<file path="config.mk">
export PLATFORM = sky130hd
export DESIGN_NAME = meter_sequencer
export DESIGN_NICKNAME = d
export VERILOG_FILES = /design/src/rtl/meter_pkg.sv /design/src/rtl/bin2bcd_seq.sv /design/src/rtl/meter_sequencer.sv
export SDC_FILE = /design/constraint.sdc
export NUM_CORES = 1
export LEC_CHECK = 0
export ABC_CLOCK_PERIOD_IN_PS = 10300
export BUFFER_PORTS_ARGS = -buffer_cell sky130_fd_sc_hd__buf_2
export CORE_ASPECT_RATIO = 1.25
export CORE_MARGIN = 1
export CORE_UTILIZATION = 66
export DETAILED_ROUTE_END_ITERATION = 6
export HOLD_SLACK_MARGIN = 0.12
export PLACE_DENSITY_LB_ADDON = 0.1
export SETUP_SLACK_MARGIN = 0.15
export SLEW_MARGIN = 20
export SYNTH_ARGS = -nofsm -noshare
export SYNTH_HDL_FRONTEND = slang
export SYNTH_SLANG_ARGS = --single-unit
</file>
<file path="constraint.sdc">
create_clock -name CLK -period 10.3 [get_ports CLK]
set_input_delay 0.515 -clock CLK [delete_from_list [all_inputs] [get_ports CLK]]
set_output_delay 0.515 -clock CLK [all_outputs]
set_load 0.1 [all_outputs]
</file>
<file path="src/rtl/meter_pkg.sv">
// Shared types and constants for the parking meter time-keeping slice.
package meter_pkg;

    localparam int COUNT_W = 14;
    localparam int BCD_W   = 16;
    localparam int DD_W    = BCD_W + COUNT_W;

    localparam logic [COUNT_W-1:0] MAX_COUNT  = 14'd9999;
    localparam logic [COUNT_W-1:0] ADD_U      = 14'd60;
    localparam logic [COUNT_W-1:0] ADD_L      = 14'd120;
    localparam logic [COUNT_W-1:0] ADD_R      = 14'd180;
    localparam logic [COUNT_W-1:0] ADD_D      = 14'd300;
    localparam logic [COUNT_W-1:0] PRESET_A   = 14'd10;
    localparam logic [COUNT_W-1:0] PRESET_B   = 14'd205;
    localparam logic [COUNT_W-1:0] LOW_THRESH = 14'd200;

    typedef enum logic [1:0] {
        ST_EXPIRED = 2'd0,
        ST_LOW     = 2'd1,
        ST_HIGH    = 2'd2
    } meter_state_e;

    typedef enum logic [1:0] {
        CV_IDLE  = 2'd0,
        CV_SHIFT = 2'd1,
        CV_LOAD  = 2'd2
    } conv_state_e;

    typedef logic [3:0] bcd_digit_t;

    // One double-dabble iteration: add 3 to every BCD nibble >= 5, then shift left.
    function automatic logic [DD_W-1:0] dabble_step(input logic [DD_W-1:0] v);
        logic [DD_W-1:0] r;
        r = v;
        for (int i = 0; i < 4; i++) begin
            if (r[COUNT_W+4*i +: 4] >= 4'd5)
                r[COUNT_W+4*i +: 4] = r[COUNT_W+4*i +: 4] + 4'd3;
        end
        return {r[DD_W-2:0], 1'b0};
    endfunction

endpackage

</file>
<file path="src/rtl/bin2bcd_seq.sv">
// Sequential 14-bit binary to 4-digit BCD converter (double-dabble, one shift per cycle).
// A start pulse in any state (re)loads the operand, so a stale conversion is simply abandoned.
module bin2bcd_seq
    import meter_pkg::*;
(
    input  logic               clk,
    input  logic               rst_n,
    input  logic               start,
    input  logic [COUNT_W-1:0] bin,
    output logic               busy,
    output logic               done,
    output logic [BCD_W-1:0]   bcd,
    output conv_state_e        dbg_state
);

    conv_state_e     state_q, state_nxt;
    logic [DD_W-1:0] sh_q;
    logic [3:0]      step_q;

    always_ff @(posedge clk or negedge rst_n) begin
        if (!rst_n) state_q <= CV_IDLE;
        else        state_q <= state_nxt;
    end

    always_comb begin
        state_nxt = state_q;
        case (state_q)
            CV_IDLE:  if (start) state_nxt = CV_SHIFT;
            CV_SHIFT: begin
                if (start)                                state_nxt = CV_SHIFT;
                else if (step_q == 4'(COUNT_W - 1))       state_nxt = CV_LOAD;
            end
            CV_LOAD:  state_nxt = start ? CV_SHIFT : CV_IDLE;
            default:  state_nxt = CV_IDLE;
        endcase
    end

    always_ff @(posedge clk or negedge rst_n) begin
        if (!rst_n) begin
            sh_q   <= '0;
            step_q <= '0;
        end else if (start) begin
            sh_q   <= {{BCD_W{1'b0}}, bin};
            step_q <= '0;
        end else if (state_q == CV_SHIFT) begin
            sh_q   <= dabble_step(sh_q);
            step_q <= step_q + 4'd1;
        end
    end

    // In LOAD the BCD half of the shift register holds the finished result.
    assign busy      = (state_q != CV_IDLE);
    assign done      = (state_q == CV_LOAD);
    assign bcd       = sh_q[DD_W-1 -: BCD_W];
    assign dbg_state = state_q;

endmodule

</file>
<file path="src/rtl/meter_sequencer.sv">
// Parking meter time-keeping: event arbitration, remaining-time count, state/blink and BCD display.
// Optional expiry pulse on ALARM when METER_ALARM_EN is defined.
module meter_sequencer
    import meter_pkg::*;
(
    input  logic       CLK,
    input  logic       RESET_N,
    input  logic       TICK,
    input  logic       HALF_TICK,
    input  logic       BTN_U,
    input  logic       BTN_L,
    input  logic       BTN_R,
    input  logic       BTN_D,
    input  logic       PRE_A,
    input  logic       PRE_B,
    output logic [3:0] DIG0,
    output logic [3:0] DIG1,
    output logic [3:0] DIG2,
    output logic [3:0] DIG3,
    output logic       DISP_ON,
`ifdef METER_ALARM_EN
    output logic       ALARM,
`endif
    output logic [1:0] STATE
);

    logic [COUNT_W-1:0] count_q, count_nxt, add_val;
    logic [COUNT_W:0]   sum;
    logic               tick_pend_q, tick_pend_nxt;
    logic               any_btn, do_tick, conv_start_q;
    meter_state_e       state_q, state_dec;
    logic               blink_q, blink_nxt, disp_q, disp_nxt;
    bcd_digit_t         dig_q [4];
    logic               conv_busy, conv_done;
    logic [BCD_W-1:0]   conv_bcd;
    conv_state_e        conv_state;
    logic               unused_conv;

    // Arbitration: PRE_B > PRE_A > U > L > R > D > tick (live or pending).
    always_comb begin
        add_val = '0;
        if (BTN_U)      add_val = ADD_U;
        else if (BTN_L) add_val = ADD_L;
        else if (BTN_R) add_val = ADD_R;
        else if (BTN_D) add_val = ADD_D;
        any_btn       = BTN_U | BTN_L | BTN_R | BTN_D;
        sum           = {1'b0, count_q} + {1'b0, add_val};
        do_tick       = (TICK | tick_pend_q) & ~(PRE_A | PRE_B | any_btn);
        count_nxt     = count_q;
        tick_pend_nxt = tick_pend_q;
        if (PRE_B) begin
            count_nxt     = PRESET_B;
            tick_pend_nxt = 1'b0;
        end else if (PRE_A) begin
            count_nxt     = PRESET_A;
            tick_pend_nxt = 1'b0;
        end else if (any_btn) begin
            count_nxt     = (sum > {1'b0, MAX_COUNT}) ? MAX_COUNT : sum[COUNT_W-1:0];
            tick_pend_nxt = tick_pend_q | TICK;
        end else if (do_tick) begin
            if (count_q != '0) count_nxt = count_q - 1'b1;
            // A live tick arriving alongside a pending one stays queued.
            tick_pend_nxt = TICK & tick_pend_q;
        end
    end

    always_comb begin
        if (count_q == '0)              state_dec = ST_EXPIRED;
        else if (count_q < LOW_THRESH)  state_dec = ST_LOW;
        else                            state_dec = ST_HIGH;

        if (state_dec == ST_EXPIRED && state_q != ST_EXPIRED) blink_nxt = 1'b1;
        else if (HALF_TICK)                                   blink_nxt = ~blink_q;
        else                                                  blink_nxt = blink_q;

        case (state_dec)
            ST_HIGH: disp_nxt = 1'b1;
            ST_LOW:  disp_nxt = ~count_q[0];
            default: disp_nxt = blink_nxt;
        endcase
    end

    always_ff @(posedge CLK or negedge RESET_N) begin
        if (!RESET_N) begin
            count_q      <= '0;
            tick_pend_q  <= 1'b0;
            conv_start_q <= 1'b0;
            state_q      <= ST_EXPIRED;
            blink_q      <= 1'b1;
            disp_q       <= 1'b1;
            dig_q        <= '{default: '0};
        end else begin
            count_q      <= count_nxt;
            tick_pend_q  <= tick_pend_nxt;
            conv_start_q <= (count_nxt != count_q);
            state_q      <= state_dec;
            blink_q      <= blink_nxt;
            disp_q       <= disp_nxt;
            if (conv_done) begin
                for (int i = 0; i < 4; i++) dig_q[i] <= conv_bcd[4*i +: 4];
            end
        end
    end

    bin2bcd_seq u_bin2bcd (
        .clk       (CLK),
        .rst_n     (RESET_N),
        .start     (conv_start_q),
        .bin       (count_q),
        .busy      (conv_busy),
        .done      (conv_done),
        .bcd       (conv_bcd),
        .dbg_state (conv_state)
    );

    assign unused_conv = conv_busy ^ (^conv_state);

`ifdef METER_ALARM_EN
    logic alarm_q;

    always_ff @(posedge CLK or negedge RESET_N) begin
        if (!RESET_N) alarm_q <= 1'b0;
        else          alarm_q <= do_tick && (count_q == 14'd1);
    end

    assign ALARM = alarm_q;
`endif

    assign DIG0    = dig_q[0];
    assign DIG1    = dig_q[1];
    assign DIG2    = dig_q[2];
    assign DIG3    = dig_q[3];
    assign DISP_ON = disp_q;
    assign STATE   = state_q;

endmodule

</file>
# Word level (Yosys, flattened, before mapping)
# Cells that the tools add are included.
# classes
n_addsub,7
order_cmp,6
eq_ne,8
mux,32
n_bitwise,11
reduce_logical,9
# op_table
op,n
2-to-1 mux 14 bit,7
2-to-1 mux 30 bit,2
2-to-1 mux 9 bit,3
2-to-1 mux 4 bit,5
">= comparator 4 x 3 -> 1 bit, second input constant",4
adder 14 x 14 -> 15 bit,1
"> comparator 15 x 14 -> 1 bit, second input constant",1
logical NOT 14 bit,1
"less-than comparator 14 x 8 -> 1 bit, second input constant",1
!= test 14 bit,1
nonzero test 14 bit,1
"subtractor 14 x 1 -> 14 bit, second input constant",1
"adder 4 x 2 -> 4 bit, second input constant",3
2-to-1 mux 2 bit,5
2-to-1 mux 1 bit,7
bitwise OR 1 bit,6
one-hot mux 2 bit (3 select lines),1
"adder 4 x 1 -> 4 bit, second input constant",1
"== test 2 x 1 -> 1 bit, second input constant",2
"== test 2 bit, second input constant",2
"== test 4 bit, second input constant",1
logical NOT 2 bit,2
nonzero test 2 bit,2
nonzero test 4 bit,1
9 further kinds,12
# totals
register_bits,72
inputBits,10
output_inout_bits,19

# Depth between registers and ports, before layout
# Gate-level depths: netlist (run 1).
# depth
depth_word,11
ltp_mapped,15

# Cells and area by module
# Synthesis (run 1) repeated with hierarchy kept, for this count alone.
# hier_totals
hier_cells,563
hier_area_um2,5036.1
# modules_own_cells
module,n_inst,cells_each,area_per_inst_um2
meter_sequencer,1,335,2856.5
bin2bcd_seq,1,228,2179.6

# Worst setup path after synthesis (run 1)
# Ideal clock, no wire load.
# synth_path
kind,input to register
from,input BTN_U
to,register conv_start_q
setup_time_ns,0.136
t_arrival_ns,3.848
path_slack_ns,6.316
stages,14
path_buffers,1
cell_sequence,or3_1 > nor2_1 > inv_2 > clkbuf_1 > ha_1 > nand2_1 > o31a_1 > a211oi_1 > a211oi_1 > o31ai_1 > nand2_1 > nand3_1 > o311ai_1 > nand4b_1
# synth_between
elab_chain_len,11
elab_cells_between_ends,15
# synth_lines
element,line_no,text
"start, declared",meter_sequencer.sv:10,"input logic BTN_U,"
branches (longest 7 deep; another with adder 14 x 14 -> 15 bit),n/a,
2-to-1 mux 14 bit *,meter_sequencer.sv:57,end else if (any_btn) begin
2-to-1 mux 14 bit *,meter_sequencer.sv:54,end else if (PRE_A) begin
2-to-1 mux 14 bit *,meter_sequencer.sv:51,if (PRE_B) begin
!= test 14 bit *,meter_sequencer.sv:95,conv_start_q <= (count_nxt != count_q);
"end signal, assigned",meter_sequencer.sv:95,
"end, declared",meter_sequencer.sv:30,"logic any_btn, do_tick, conv_start_q;"
# Every way passes the cells marked *.
# A chain may end at the register's enable or synchronous reset.

# Worst setup path after layout (run 1)
# Ends and elaborated chain as after synthesis.

==> results of run 1 <==
==> registers in the layout, summed over array words and instances, names as in the netlist <==
name / cells
DIG3: 4
tick_pend_q: 1
u_bin2bcd.dbg_state: 2
DIG1: 4
DISP_ON: 1
DIG2: 4
DIG0: 4
u_bin2bcd.sh_q: 30
count_q: 14
STATE: 2
blink_q: 1
u_bin2bcd.step_q: 4
conv_start_q: 1
==> cell type report <==
type	count	area, sq um
clock buffers	11	131
well taps	90	113
clock inverters	5	81.3
inverters	23	86.3
flip-flops and latches	72	1800
repair buffers	33	178
multi-input cells	423	2650
fillers	505	1890
==> routing by layer <==
metal,routed length [microns],vias to the layer above,GRT usage
met1,4950,2052,0.407
met5,0,-,0
met3,705,62,0.0607
met4,671,0,0.220
li1,-,1978,-
met2,6910,198,0.683
==> cells by family after synthesis <==
| logic type | Yosys count | share of synthesized area |
|---|---|---|
| AO/OA/AOI/OAI | 147 | 0.193 |
| XOR/XNOR | 29 | 0.0541 |
| adder cells (fa/ha/maj) | 20 | 0.0549 |
| buffers and inverters | 57 | 0.0522 |
| flip-flops | 72 | 0.384 |
| multiplexers | 21 | 0.0469 |
| AND/OR/NAND/NOR | 206 | 0.215 |
==> metrics by stage <==
| step | worst slack [ns] | utilization | instances | area [sq um] | power (mW) |
|---|---|---|---|---|---|
| final | 5.57 | 0.728 | 657 | 5040 | 0.718 |
| after global routing | 5.35 | 0.728 | 657 | 5040 | 0.743 |
| after CTS | 5.67 | 0.728 | 657 | 5040 | 0.716 |
| after detailed placement | 5.31 | 0.697 | 641 | 4830 | 0.473 |
| after global placement | 5.44 | 0.697 | 641 | 4830 | 0.472 |
| after floorplan | 6.32 | - | 552 | 4700 | 0.435 |
==> worst max path at each step <==
stage,start,end,slack [ns],depth (start not counted)
after global routing,BTN_U,conv_start_q$_DFF_PN0_,5.35,16
after CTS,BTN_U,conv_start_q$_DFF_PN0_,5.67,16
after detailed placement,BTN_U,conv_start_q$_DFF_PN0_,5.31,16
after global placement,BTN_U,conv_start_q$_DFF_PN0_,5.44,15
after floorplan,BTN_U,conv_start_q$_DFF_PN0_,6.32,14
final,BTN_U,conv_start_q$_DFF_PN0_,5.57,16
==> cells in the final DEF (no fill, tap or decap), drive strengths merged, types with 4 or more instances in the layout <==
| cell type | count |
|---|---|
| a211oi | 7 |
| a21oi | 47 |
| a221oi | 4 |
| a32oi | 4 |
| and3 | 4 |
| buf | 33 |
| clkbuf | 11 |
| dfrtp | 70 |
| ha | 19 |
| inv | 23 |
| mux2 | 8 |
| mux2i | 13 |
| nand2 | 74 |
| nand2b | 10 |
| nand3 | 12 |
| nand4 | 7 |
| nor2 | 50 |
| nor3 | 20 |
| nor4 | 6 |
| o2111ai | 5 |
| o211ai | 5 |
| o21ai | 47 |
| o21bai | 4 |
| or2 | 4 |
| or3 | 6 |
| xnor2 | 18 |
| xor2 | 11 |
==> worst reg2reg max path, delay by kind of cell (launching register included) <==
kind	cells	cell delay, ns
compound gates	3	0.70
flops	1	0.60
fa+ha+maj	2	0.62
buf+inv	1	0.06
xor+xnor	1	0.10
simple gates	6	2.08
==> power groups by stage <==
stage,combinational (mW),clock [mW],sequential [mW]
2_1_floorplan,0.0983,0,0.336
3_3_place_gp,0.148,0,0.324
3_5_place_dp,0.149,0,0.324
4_1_cts,0.150,0.247,0.319
5_1_grt,0.164,0.258,0.321
6_report,0.152,0.247,0.319
==> synthesized netlist by cell type (2+ instances only) <==
library cell	count	share of area
nand4_1	6	0.0080
dfstp_2	2	0.011
o21ai_0	46	0.049
buf_6	4	0.0096
nor3_1	19	0.020
o211ai_1	5	0.0080
a21oi_1	47	0.050
a211o_1	2	0.0037
dfrtp_1	70	0.37
nand2_1	74	0.059
o31a_1	2	0.0037
a32oi_1	4	0.0075
mux2i_1	13	0.028
o2111ai_1	5	0.0093
nand3_1	12	0.013
nor2_1	50	0.040
or2_1	3	0.0040
a311o_1	2	0.0043
nand2b_1	10	0.013
inv_1	22	0.018
a31oi_1	3	0.0040
xnor2_1	18	0.034
o31ai_1	2	0.0032
clkbuf_1	25	0.020
or3_1	6	0.0080
ha_1	19	0.051
nor4_1	5	0.0067
o21a_1	2	0.0032
buf_1	4	0.0032
nor2b_1	2	0.0027
a211oi_1	7	0.011
a221oi_1	4	0.0075
o21bai_1	4	0.0064
mux2_2	8	0.019
xor2_1	11	0.021
o221ai_1	2	0.0037
and3_1	4	0.0053
nor4b_2	2	0.0064
==> flow_metrics.env, run 1 <==
export IMPL_cpPeakStageDelay_ns=0.61
export IMPL_antennaDiodeCount=0
export IMPL_die_h_microns=96.3
export IMPL_synth_cell_types=64
export IMPL_vdd_ir_drop_max_mv=0.102
export IMPL_relSlewSlack=0.397
export IMPL_cpMaxStageDelayCell="nor4_1"
export IMPL_dp_hpwl_mm=9.18
export IMPL_path_cells="buf_2, or3_1, nor2_1, buf_4, inv_2, ha_1, o21ai_1, a21oi_1, o31a_1, or3_1, nor4_1, nor2_1, a32oi_1, o2111ai_1, nor4_1, nand4b_1"
export IMPL_coreArea_sq_um=6930
export IMPL_drc=0
export IMPL_rows=34
export IMPL_path_max_fanout=20
export IMPL_critPathTopFamily="simple AND/OR/NAND/NOR gates"
export IMPL_yosysWarnings=0
export IMPL_viasPerCell=6.53
export IMPL_grt_max_degree=73
export IMPL_path_buf_inv=3
export IMPL_ff2ff_path_depth=13
export IMPL_whs_ns=0.368
export IMPL_crit_type="input port to flop"
export IMPL_grt_pass1_vias=4238
export IMPL_grt_pass1_wl_mm=20.9
export IMPL_min_path_type="input port to asynchronous set/reset pin"
export IMPL_power_leakage_nw=2.25
export IMPL_worst_setup_path_end_kind="flop"
export IMPL_synth_edf_count=0
export IMPL_place_congestion=0.969
export IMPL_via_count=4290
export IMPL_start_kind="input port"
export IMPL_reg2reg_from="count_q[2]$_DFF_PN0_"
export IMPL_setup_viol=0
export IMPL_min_period_ns=4.73
export IMPL_antenna_left=0
export IMPL_insertion_delay_ns=0.36
export IMPL_root_buffer="clkbuf_8"
export IMPL_async_flop_share=1.00
export IMPL_initial_core_util=0.678
export IMPL_postCtsSetupBuffers=0
export IMPL_fin_setup_tns_ns=0
export IMPL_pwr_share_comb=0.212
export IMPL_rsz0062_at_grt="false"
export IMPL_power_density_nw_per_um2=142
export IMPL_synth_cells=552
export IMPL_antenna_found_initial=0
export IMPL_drive_gt1_frac=0.118
export IMPL_sw_frac_of_total=0.324
export IMPL_drt_first_pass_iters=5
export IMPL_cap_violations=0
export IMPL_required_ns=10.50
export IMPL_path_clk_slew_ns=0.08
export IMPL_fin_skew_ns=0.0201
export IMPL_ios=29
export IMPL_first_iter_violations=386
export IMPL_ys_seq_elements=72
export IMPL_internal_power_mw=0.485
export IMPL_cp_arrival_ns=4.93
export IMPL_grt_ovfl_total=0
export IMPL_post_cts_resized=0
export IMPL_cts_made_buffers=9
export IMPL_worstMarginPinSlew_ns=0.905
export IMPL_clock_sinks=72
export IMPL_portBuffers=28
export IMPL_clockPowerShare=0.344
export IMPL_fmax_mhz=212
export IMPL_synth_ff_type="dfrtp_1"
export IMPL_fin_nets=592
export IMPL_grt_total_usage=0.372
export IMPL_r2r_end="conv_start_q$_DFF_PN0_"
export IMPL_p_seq_frac=0.445
export IMPL_postSynthAreaPerCell_sq_um=8.51
export IMPL_cts_max_level=3
export IMPL_drv_slew=0
export IMPL_post_route_period_util=0.459
export IMPL_cts_tree="done"
export IMPL_ys_seq_area_frac=0.384
export IMPL_hold_violations=0
export IMPL_netlist_area_sq_um=4700
export IMPL_rrSetupSlack_ns=5.99
export IMPL_status="completed"
export IMPL_wirelength_mm=13.2
export IMPL_p_sw_mw=0.232
export IMPL_routedWlPerCell_microns=20.2
export IMPL_postCtsHoldBufs=0
export IMPL_dieArea_sq_um=7460
export IMPL_clock_path_buffers=2
export IMPL_syn_nets=582
export IMPL_die_x_microns=77.5
export IMPL_area_growth_pct=7.38
No activity file was read; power rests on OpenSTA's default activity.
==> run 2: changes to the inputs <==
--- a/config.mk
+++ b/config.mk
@@ -5,11 +5,11 @@
 export SDC_FILE = /design/constraint.sdc
 export NUM_CORES = 1
 export LEC_CHECK = 0
-export ABC_CLOCK_PERIOD_IN_PS = 10300
+export ABC_CLOCK_PERIOD_IN_PS = 4400
 export BUFFER_PORTS_ARGS = -buffer_cell sky130_fd_sc_hd__buf_2
 export CORE_ASPECT_RATIO = 1.25
 export CORE_MARGIN = 1
-export CORE_UTILIZATION = 66
+export CORE_UTILIZATION = 61
 export DETAILED_ROUTE_END_ITERATION = 6
 export HOLD_SLACK_MARGIN = 0.12
 export PLACE_DENSITY_LB_ADDON = 0.1
==> constraint.sdc (replaced) <==
create_clock -name CLK -period 4.4 [get_ports CLK]
set_input_delay 0.22 -clock CLK [delete_from_list [all_inputs] [get_ports CLK]]
set_output_delay 0.22 -clock CLK [all_outputs]
set_load 0.1 [all_outputs]
==> run 2 against run 1 <==
Die area is 8.0% higher; combinational power rose by 140%; clock power is 150% higher; register-to-register slack got worse by 5.3 ns; cell count is 2.1% higher; critical path depth fell by 4; flip-flop and latch count is the same; non-clock buffer count increased by 12; via count fell by 2.1%; largest cell class unchanged.
==> flow_metrics.env, run 2 (synthesis gave the netlist of run 1 again) <==
export IMPL_status="completed"
export IMPL_first_iter_violations=218
export IMPL_postCtsSetupBuffers=0
export IMPL_area_growth_pct=9.77
export IMPL_cp_arrival_ns=3.98
export IMPL_regMostFlops="u_bin2bcd.sh_q"
export IMPL_internal_power_mw=1.15
export IMPL_clockPowerShare=0.356
export IMPL_relSlewSlack=0.439
export IMPL_setup_viol=0
export IMPL_min_path_type="input port to flop"
export IMPL_clock_sinks=72
export IMPL_antenna_found_initial=0
export IMPL_final_area_sq_um=5160
export IMPL_largest_reg_flops=30
export IMPL_pwr_share_comb=0.213
export IMPL_cpPeakStageDelay_ns=0.53
export IMPL_viasPerCell=6.26
export IMPL_crit_cells=12
export IMPL_grt_ovfl_total=0
export IMPL_worst_setup_path_end_kind="flop"
export IMPL_crit_type="flop to flop"
export IMPL_grt_total_usage=0.311
export IMPL_reg2reg_from="count_q[0]$_DFF_PN0_"
export IMPL_die_h_microns=100
export IMPL_rsz0062_at_grt="false"
export IMPL_path_cells="inv_1, ha_1, nor4b_2, nand4_2, and2_4, a221o_1, or4b_1, a211o_1, nor4b_2, o2111ai_1, nor4_1, nand4b_1"
export IMPL_required_ns=4.63
export IMPL_r2r_end="conv_start_q$_DFF_PN0_"
export IMPL_final_common_cell="nand2_1"
export IMPL_p_sw_mw=0.569
export IMPL_die_x_microns=80.5
export IMPL_path_max_fanout=10
export IMPL_insertion_delay_ns=0.36
export IMPL_place_congestion=1.01
export IMPL_drv_slew=0
export IMPL_p_seq_frac=0.431
export IMPL_cpMaxStageDelayCell="dfrtp_1"
export IMPL_ff2ff_path_depth=12
export IMPL_path_clk_slew_ns=0.09
export IMPL_vdd_ir_drop_max_mv=0.382
export IMPL_portBuffers=28
export IMPL_fin_skew_ns=0.0102
export IMPL_drt_first_pass_iters=4
export IMPL_fin_nets=604
export IMPL_root_buffer="clkbuf_8"
export IMPL_path_buf_inv=1
export IMPL_drive_gt1_frac=0.136
export IMPL_power_density_nw_per_um2=333
export IMPL_holdCritStartpoint="HALF_TICK"
export IMPL_fmax_mhz=267
export IMPL_dieArea_sq_um=8060
export IMPL_grt_pass1_vias=3991
export IMPL_place_ws_ns=0.382
export IMPL_wirelength_mm=11.8
export IMPL_layout_common_cells="74 x nand2_1, 70 x dfrtp_1, 50 x nor2_1, 47 x a21oi_1, 46 x o21ai_0"
export IMPL_worstMarginPinSlew_ns=0.842
export IMPL_rows=35
export IMPL_dp_hpwl_mm=8.55
export IMPL_drc=0
export IMPL_path_common_cell="nor4b_2"
export IMPL_ios=29
export IMPL_cts_made_buffers=9
export IMPL_initial_core_util=0.635
export IMPL_cap_violations=0
export IMPL_power_leakage_nw=2.31
export IMPL_clock_path_buffers=2
export IMPL_hold_end="blink_q$_DFF_PN1_"
export IMPL_antennaDiodeCount=0
export IMPL_rrSetupSlack_ns=0.65
export IMPL_cts_max_level=3
export IMPL_reg_top3="u_bin2bcd.sh_q: 30 flops, count_q: 14 flops"
export IMPL_start_kind="flop"
export IMPL_coreArea_sq_um=7400
export IMPL_cts_tree="done"
export IMPL_antenna_left=0
export IMPL_setup_ws_ns=0.653
export IMPL_routedWlPerCell_microns=17.6
export IMPL_placed_area_sq_um=4910
export IMPL_grt_pass1_wl_mm=19.0
export IMPL_min_period_ns=3.75
export IMPL_critPathTopFamily="simple AND/OR/NAND/NOR gates"
export IMPL_grt_max_degree=51
export IMPL_sw_frac_of_total=0.331
export IMPL_via_count=4201
export IMPL_whs_path_depth=3
export IMPL_fin_setup_tns_ns=0
export IMPL_hold_violations=0
export IMPL_post_route_period_util=0.852
run 2: cell types whose count changed in the layout (fill, tap and decap cells not counted), sizes merged:
| cell | delta |
|---|---|
| dlygate4sd3 | +2 |
| clkinv | -2 |
| clkbuf | -2 |
| buf | +10 |
| clkinvlp | +1 |
| inv | +3 |
run 2: worst max-delay path by stage:
stage	start	endpoint
detailed placement	BTN_U	conv_start_q$_DFF_PN0_
floorplan	BTN_U	conv_start_q$_DFF_PN0_
CTS	count_q[0]$_DFF_PN0_	conv_start_q$_DFF_PN0_
global route	count_q[3]$_DFF_PN0_	conv_start_q$_DFF_PN0_
finish	count_q[0]$_DFF_PN0_	conv_start_q$_DFF_PN0_
global placement	BTN_U	conv_start_q$_DFF_PN0_
run 2: power groups by stage:
stage	registers (mW)	logic (mW)	clock network (mW)
after detailed placement	0.752	0.360	0
after floorplan	0.787	0.230	0
after CTS	0.738	0.363	0.616
after global routing	0.743	0.399	0.640
after global placement	0.751	0.356	0
final	0.740	0.366	0.611
run 2: timing repair:
| action | 4_1_cts | 5_1_grt |
|---|---|---|
| resized for setup | 0 | 0 |
| hold endpoints to repair | 48 | 0 |
| setup endpoints to repair | 0 | 0 |
| hold buffers | 2 | 0 |
run 2: area by class of cell:
class | count | area [sq um]
multi-input combinational | 423 | 2650
fill | 601 | 2240
sequential | 72 | 1800
timing repair buffer | 45 | 275
clock buffer | 9 | 124
tap | 92 | 115
clock inverter | 7 | 101
inverter | 23 | 86.3
run 2: metrics by stage:
| stage | power (mW) | util | instances | hold slack, ns |
|---|---|---|---|---|
| floorplan | 1.02 | - | 552 | -0.0756 |
| global placement | 1.11 | 0.663 | 653 | 0.460 |
| detailed placement | 1.11 | 0.663 | 653 | 0.465 |
| CTS | 1.72 | 0.697 | 671 | 0.139 |
| global route | 1.78 | 0.697 | 671 | 0.176 |
| finish | 1.72 | 0.697 | 671 | 0.140 |
run 2: routing by layer:
metal / track usage / routed length, microns / vias to the layer above
met4: 0.179 / 597 / 0
met5: 0 / 0 / -
met3: 0.0527 / 611 / 53
met2: 0.530 / 5850 / 164
met1: 0.364 / 4780 / 1978
li1: - / - / 2006
run 2: worst min-delay path, cell delays in order:
cell	delay (ns)
buf_2	0.09
xnor2_1	0.07
o21ai_0	0.08
